[config.mk]
export PLATFORM = sky130hd
export DESIGN_NAME = dma_engineer
export DESIGN_NICKNAME = d
export VERILOG_FILES = /design/src/rtl/dma_engineer.sv
export SDC_FILE = /design/constraint.sdc
export NUM_CORES = 2
export LEC_CHECK = 0
export BUFFER_PORTS_ARGS = -buffer_cell sky130_fd_sc_hd__buf_4
export CAP_MARGIN = 15
export CORE_AREA = 2 2 440 442
export DETAILED_ROUTE_END_ITERATION = 6
export DIE_AREA = 0 0 442 444
export HOLD_SLACK_MARGIN = 0.06
export PLACE_DENSITY = 0.34
export SKIP_CTS_REPAIR_TIMING = 1
export SLEW_MARGIN = 5
export SYNTH_ARGS = -nofsm -noshare
export SYNTH_HDL_FRONTEND = slang
export SYNTH_SLANG_ARGS = --single-unit
[constraint.sdc]
create_clock -name clk -period 62.6 [get_ports clk]
set_clock_uncertainty 0.15 [all_clocks]
set_input_delay 9.39 -clock clk [delete_from_list [all_inputs] [get_ports clk]]
set_output_delay 9.39 -clock clk [all_outputs]
set_load 0.02 [all_outputs]
[src/rtl/dma_engineer.sv]
// rtl/dma_engineer.sv - read-side weight DMA responder serving layer fetch requests
// Optional perf_word_cnt/perf_busy_cyc ports are enabled by DMA_ENGINEER_PERF_CNT_EN.
module dma_engineer #(
    parameter int DW              = 512,
    parameter int AW              = 27,
    parameter int MAX_OUTSTANDING = 8
) (
    input  logic          clk,
    input  logic          rst,
    input  logic          dma_engineer_req,
    input  logic [AW-1:0] dma_engineer_start_addr,
    input  logic [AW-1:0] dma_engineer_length,
    output logic          dma_engineer_ack,
    output logic [DW-1:0] dma_engineer_dout,
    output logic          dma_engineer_dout_en,
    output logic          dma_engineer_dout_eop,
    output logic          mem_rd_en,
    output logic [AW-1:0] mem_rd_addr,
    input  logic          mem_rd_rdy,
    input  logic [DW-1:0] mem_rd_data,
    input  logic          mem_rd_dvalid
`ifdef DMA_ENGINEER_PERF_CNT_EN
    ,
    output logic [31:0]   perf_word_cnt,
    output logic [31:0]   perf_busy_cyc
`endif
);

    typedef enum logic [1:0] {S_IDLE, S_ACK, S_READ, S_DRAIN} state_t;

    localparam logic [AW:0] ONE      = (AW+1)'(1);
    localparam logic [AW:0] OUTS_MAX = (AW+1)'(MAX_OUTSTANDING);

    state_t        state_q, state_d;
    logic [AW-1:0] addr_q, len_q;
    logic [AW:0]   iss_cnt, ret_cnt, len_ext, outstanding;
    logic          rd_fire, ret_fire;

    // Counters carry one extra bit so a maximal length never wraps.
    assign len_ext     = {1'b0, len_q};
    assign outstanding = iss_cnt - ret_cnt;
    assign mem_rd_addr = addr_q + iss_cnt[AW-1:0];
    assign rd_fire     = mem_rd_en & mem_rd_rdy;
    assign ret_fire    = mem_rd_dvalid & ((state_q == S_READ) | (state_q == S_DRAIN));

    always_comb begin
        state_d          = state_q;
        dma_engineer_ack = 1'b0;
        mem_rd_en        = 1'b0;
        case (state_q)
            S_IDLE: begin
                if (dma_engineer_req) state_d = S_ACK;
            end
            S_ACK: begin
                dma_engineer_ack = 1'b1;
                state_d          = (len_q == '0) ? S_IDLE : S_READ;
            end
            S_READ: begin
                mem_rd_en = (iss_cnt < len_ext) && (outstanding < OUTS_MAX);
                if (mem_rd_en && mem_rd_rdy && (iss_cnt + ONE == len_ext)) state_d = S_DRAIN;
            end
            S_DRAIN: begin
                // The eop word is already on dout when ret_cnt reaches the length.
                if (ret_cnt == len_ext) state_d = S_IDLE;
            end
            default: state_d = S_IDLE;
        endcase
    end

    always_ff @(posedge clk or posedge rst) begin
        if (rst) begin
            state_q               <= S_IDLE;
            addr_q                <= '0;
            len_q                 <= '0;
            iss_cnt               <= '0;
            ret_cnt               <= '0;
            dma_engineer_dout     <= '0;
            dma_engineer_dout_en  <= 1'b0;
            dma_engineer_dout_eop <= 1'b0;
        end else begin
            state_q <= state_d;
            if (state_q == S_IDLE && dma_engineer_req) begin
                addr_q <= dma_engineer_start_addr;
                len_q  <= dma_engineer_length;
            end
            if (state_q == S_ACK) begin
                iss_cnt <= '0;
                ret_cnt <= '0;
            end else begin
                if (rd_fire)  iss_cnt <= iss_cnt + ONE;
                if (ret_fire) ret_cnt <= ret_cnt + ONE;
            end
            dma_engineer_dout_en  <= ret_fire;
            dma_engineer_dout_eop <= ret_fire && (ret_cnt + ONE == len_ext);
            if (ret_fire) dma_engineer_dout <= mem_rd_data;
        end
    end

`ifdef DMA_ENGINEER_PERF_CNT_EN
    always_ff @(posedge clk or posedge rst) begin
        if (rst) begin
            perf_word_cnt <= '0;
            perf_busy_cyc <= '0;
        end else begin
            if (dma_engineer_dout_en && perf_word_cnt != 32'hFFFF_FFFF)
                perf_word_cnt <= perf_word_cnt + 32'd1;
            if (state_q != S_IDLE && perf_busy_cyc != 32'hFFFF_FFFF)
                perf_busy_cyc <= perf_busy_cyc + 32'd1;
        end
    end
`endif

endmodule

==> metrics.cfg <==
[run_status]
status=finished, final reports clean

[worst_setup_path]
arrival_ps=4910
critical_path_required_ps=53060
crit_type=reg2out
cp-end-kind=output pin
cpPeakStageDelay_ps=530
crit_slowest_cell=dfrtp_1
path_max_fanout=10
crit_chain=ha_1 -> nand3_1 -> nor3_2 -> or4b_4 -> a31oi_1 -> a2bb2o_1 -> or3_1 -> nor4_1 -> nand4_1 -> nor3b_1 -> buf_4
cp-start-kind=flop

[route]
drt_first_pass_iters=5
drcViolationCount=0
drt-initial-drc-count=1831
vias=27805
vias_per_cell=3.91
wl_per_cell_um=23.6
wl_mm=168
ant_nets=0

[clocking]
clockBufferDepth=3
root_buffer=clkbuf_16
h-tree-depth=3
worstSkewPairLatency_ps=700
cts_buffers=88
cts_tree=done
clk_pin_slew_ps=50
cts_sinks=626

[floorplanning]
num_rows=161
die_h_um=444
io_pins=1114
initial_core_util_pct=15.2
die_x_um=442
die_area_um2=196000
core-area_um2=192000

[pwr]
powerDensity_nw_per_um2=28.0
p_leak_nw=21.9
ir_drop_mv=0.0201
total_power_mw=1.21

[cells_and_area]
nets=5148
stdcell_area_um2=43300
area_growth_pct=48.3
postLayoutCoreUtil_pct=22.6
drive_gt1_share_pct=29.1

[timing]
tightest_slew_ps=1170
slew_violations=0
fmax_ghz=0.0692
hold_viol_final=0
tns_ps=0
setup_viol=0
finalCritPeriodShare_pct=23.1
finalCriticalPeriod_ps=14450
grt_setup_unrepaired=false
maxSlewHeadroom_pct=22.0

[placed_design]
gp_congestion=0.859
dp_hpwl_mm=133
dpl_cell_area_um2=40300
port-buffer-count=1113

[grt]
grt_overflow=0
gr-usage-all-layers_pct=16.6
grt_start_max_net_pins=152
grt_first_pass_wirelength_mm=231
grt_antenna_before_repair=72
grt_pass1_vias=28026

[yosys]
yosysWarnings=0
syn_area_um2=29200
synth-edff-count=0
ys_ff_latch=626
avgSynthCellArea_um2=8.50
synth_cell_type_count=79
synth_nets=4089
async_flop_share_pct=100
yosysTopAreaCell=dfrtp_1
synth_flop_cell=dfrtp_1
synth_area_leaders=dfrtp_1 (54%), nand2_1 (21%), ha_1 (3.5%)
syn_inst=3436
synth_top_area_share_pct=53.7
ys_seq_area_share_pct=53.7

[flow_run]
maxCapViolations=0

[min_path]
hp-class=reg2reg

-- per-stage QoR --
stage,hold WS [ps],instances,setup WS (ps)
3_5_place_dp,313,6931,48880
5_1_grt,343,7099,47620
4_1_cts,327,7094,48030
2_1_floorplan,335,3436,35530
3_3_place_gp,310,6931,48820
6_report,322,7105,48150
-- worst max-delay path: cells and delay by family, from the launching register on --
family | cells | cell delay (ps)
adder cells (fa/ha/maj) | 1 | 500
buffers and inverters | 1 | 240
flip-flops | 1 | 530
AND/OR/NAND/NOR | 7 | 2310
AO/OA/AOI/OAI | 2 | 640
-- synth_stat cells, types with 29 or more instances --
| master | instances |
|---|---|
| dfrtp_1 | 626 |
| o21ai_0 | 119 |
| nand3_1 | 51 |
| o21ai_1 | 30 |
| xnor2_1 | 94 |
| ha_1 | 81 |
| mux2_2 | 29 |
| inv_1 | 105 |
| a21oi_1 | 68 |
| nand2_1 | 1646 |
| xor2_1 | 38 |
| nor3_1 | 32 |
| nor2_1 | 87 |
| clkbuf_1 | 150 |
-- layout make-up --
type / count / area [um2]
Clock inverter: 31 / 362
Sequential cell: 626 / 15700
Timing Repair Buffer: 1136 / 8590
Antenna cell: 11 / 27.5
Clock buffer: 132 / 2590
Inverter: 106 / 413
Multi-Input combinational cell: 2537 / 12500
Fill cell: 21250 / 148000
Tap cell: 2526 / 3160
-- power by group --
part	internal, mW	switching (mW)	total (mW)
clock	0.300	0.215	0.516
combinational	0.0922	0.144	0.236
sequential	0.437	0.0242	0.461
total	0.830	0.383	1.21
-- registers in the layout (all words and copies together), names as in the netlist, named ones only --
name                   count
dma_engineer_dout        512
iss_cnt                   28
ret_cnt                   28
addr_q                    27
len_q                     27
dma_engineer_dout_en       1
dma_engineer_dout_eop      1
state_q                    1
-- cell families (layout without fill, tap and decap cells) --
kind of cell	after synthesis	after routing	share of synthesized area [%]
adder cells (fa/ha/maj)	82	82	3.54
AO/OA/AOI/OAI	335	335	6.93
AND/OR/NAND/NOR	1958	1958	27.1
multiplexers	30	30	1.15
XOR/XNOR	132	132	3.96
flip-flops	626	626	53.7
buffers and inverters	273	1405	3.62
other	0	11	0
-- worst paths after layout --
| kind | slack, ps | endpoint | cells after the start | from |
|---|---|---|---|---|
| max in group asynchronous | 50680 | dma_engineer_dout[68] | 5 | rst |
| setup reg to reg | 57740 | iss_cnt[22] | 14 | ret_cnt[21] |
| setup / recovery | 48150 | mem_rd_en | 11 | iss_cnt[9] |
| min in group asynchronous | 8630 | dma_engineer_dout[122] | 2 | rst |
| hold / removal | 320 | dma_engineer_dout[142] | 2 | dma_engineer_dout[142] |
| hold reg to reg | 320 | dma_engineer_dout[142] | 2 | dma_engineer_dout[142] |
-- routing by layer --
layer	part of all wire [%]	GRT usage (%)	vias to the layer above	routed length, um
met3	5.9	4.28	270	9920
li1	-	-	13176	-
met1	42	20.5	13503	69800
met5	0.10	0	-	172
met4	2.8	4.37	28	4770
met2	50	28.5	828	83300
-- layout by cell type, fill, tap and decap left out, types with 7 or more instances in the layout --
cell type / count
o21a_1: 8
nand3_1: 51
and2_1: 9
o21ai_1: 30
o21bai_1: 7
ha_1: 81
clkbuf_1: 23
nand2_1: 1645
a31oi_1: 20
and3_1: 18
o21ai_0: 119
or3_1: 15
nor3_1: 32
clkinv_2: 17
inv_1: 104
o211ai_1: 14
mux2_2: 29
nor2b_1: 8
a211oi_1: 14
nor2_1: 86
nor4_1: 19
xor2_1: 38
o31ai_1: 9
clkbuf_16: 89
nand2b_1: 11
xnor2_1: 94
nand4_1: 24
dfrtp_1: 626
diode_2: 11
a21o_1: 10
clkbuf_8: 20
buf_4: 1131
a21oi_1: 68
Note: power is estimated with default switching activity, not from simulation.
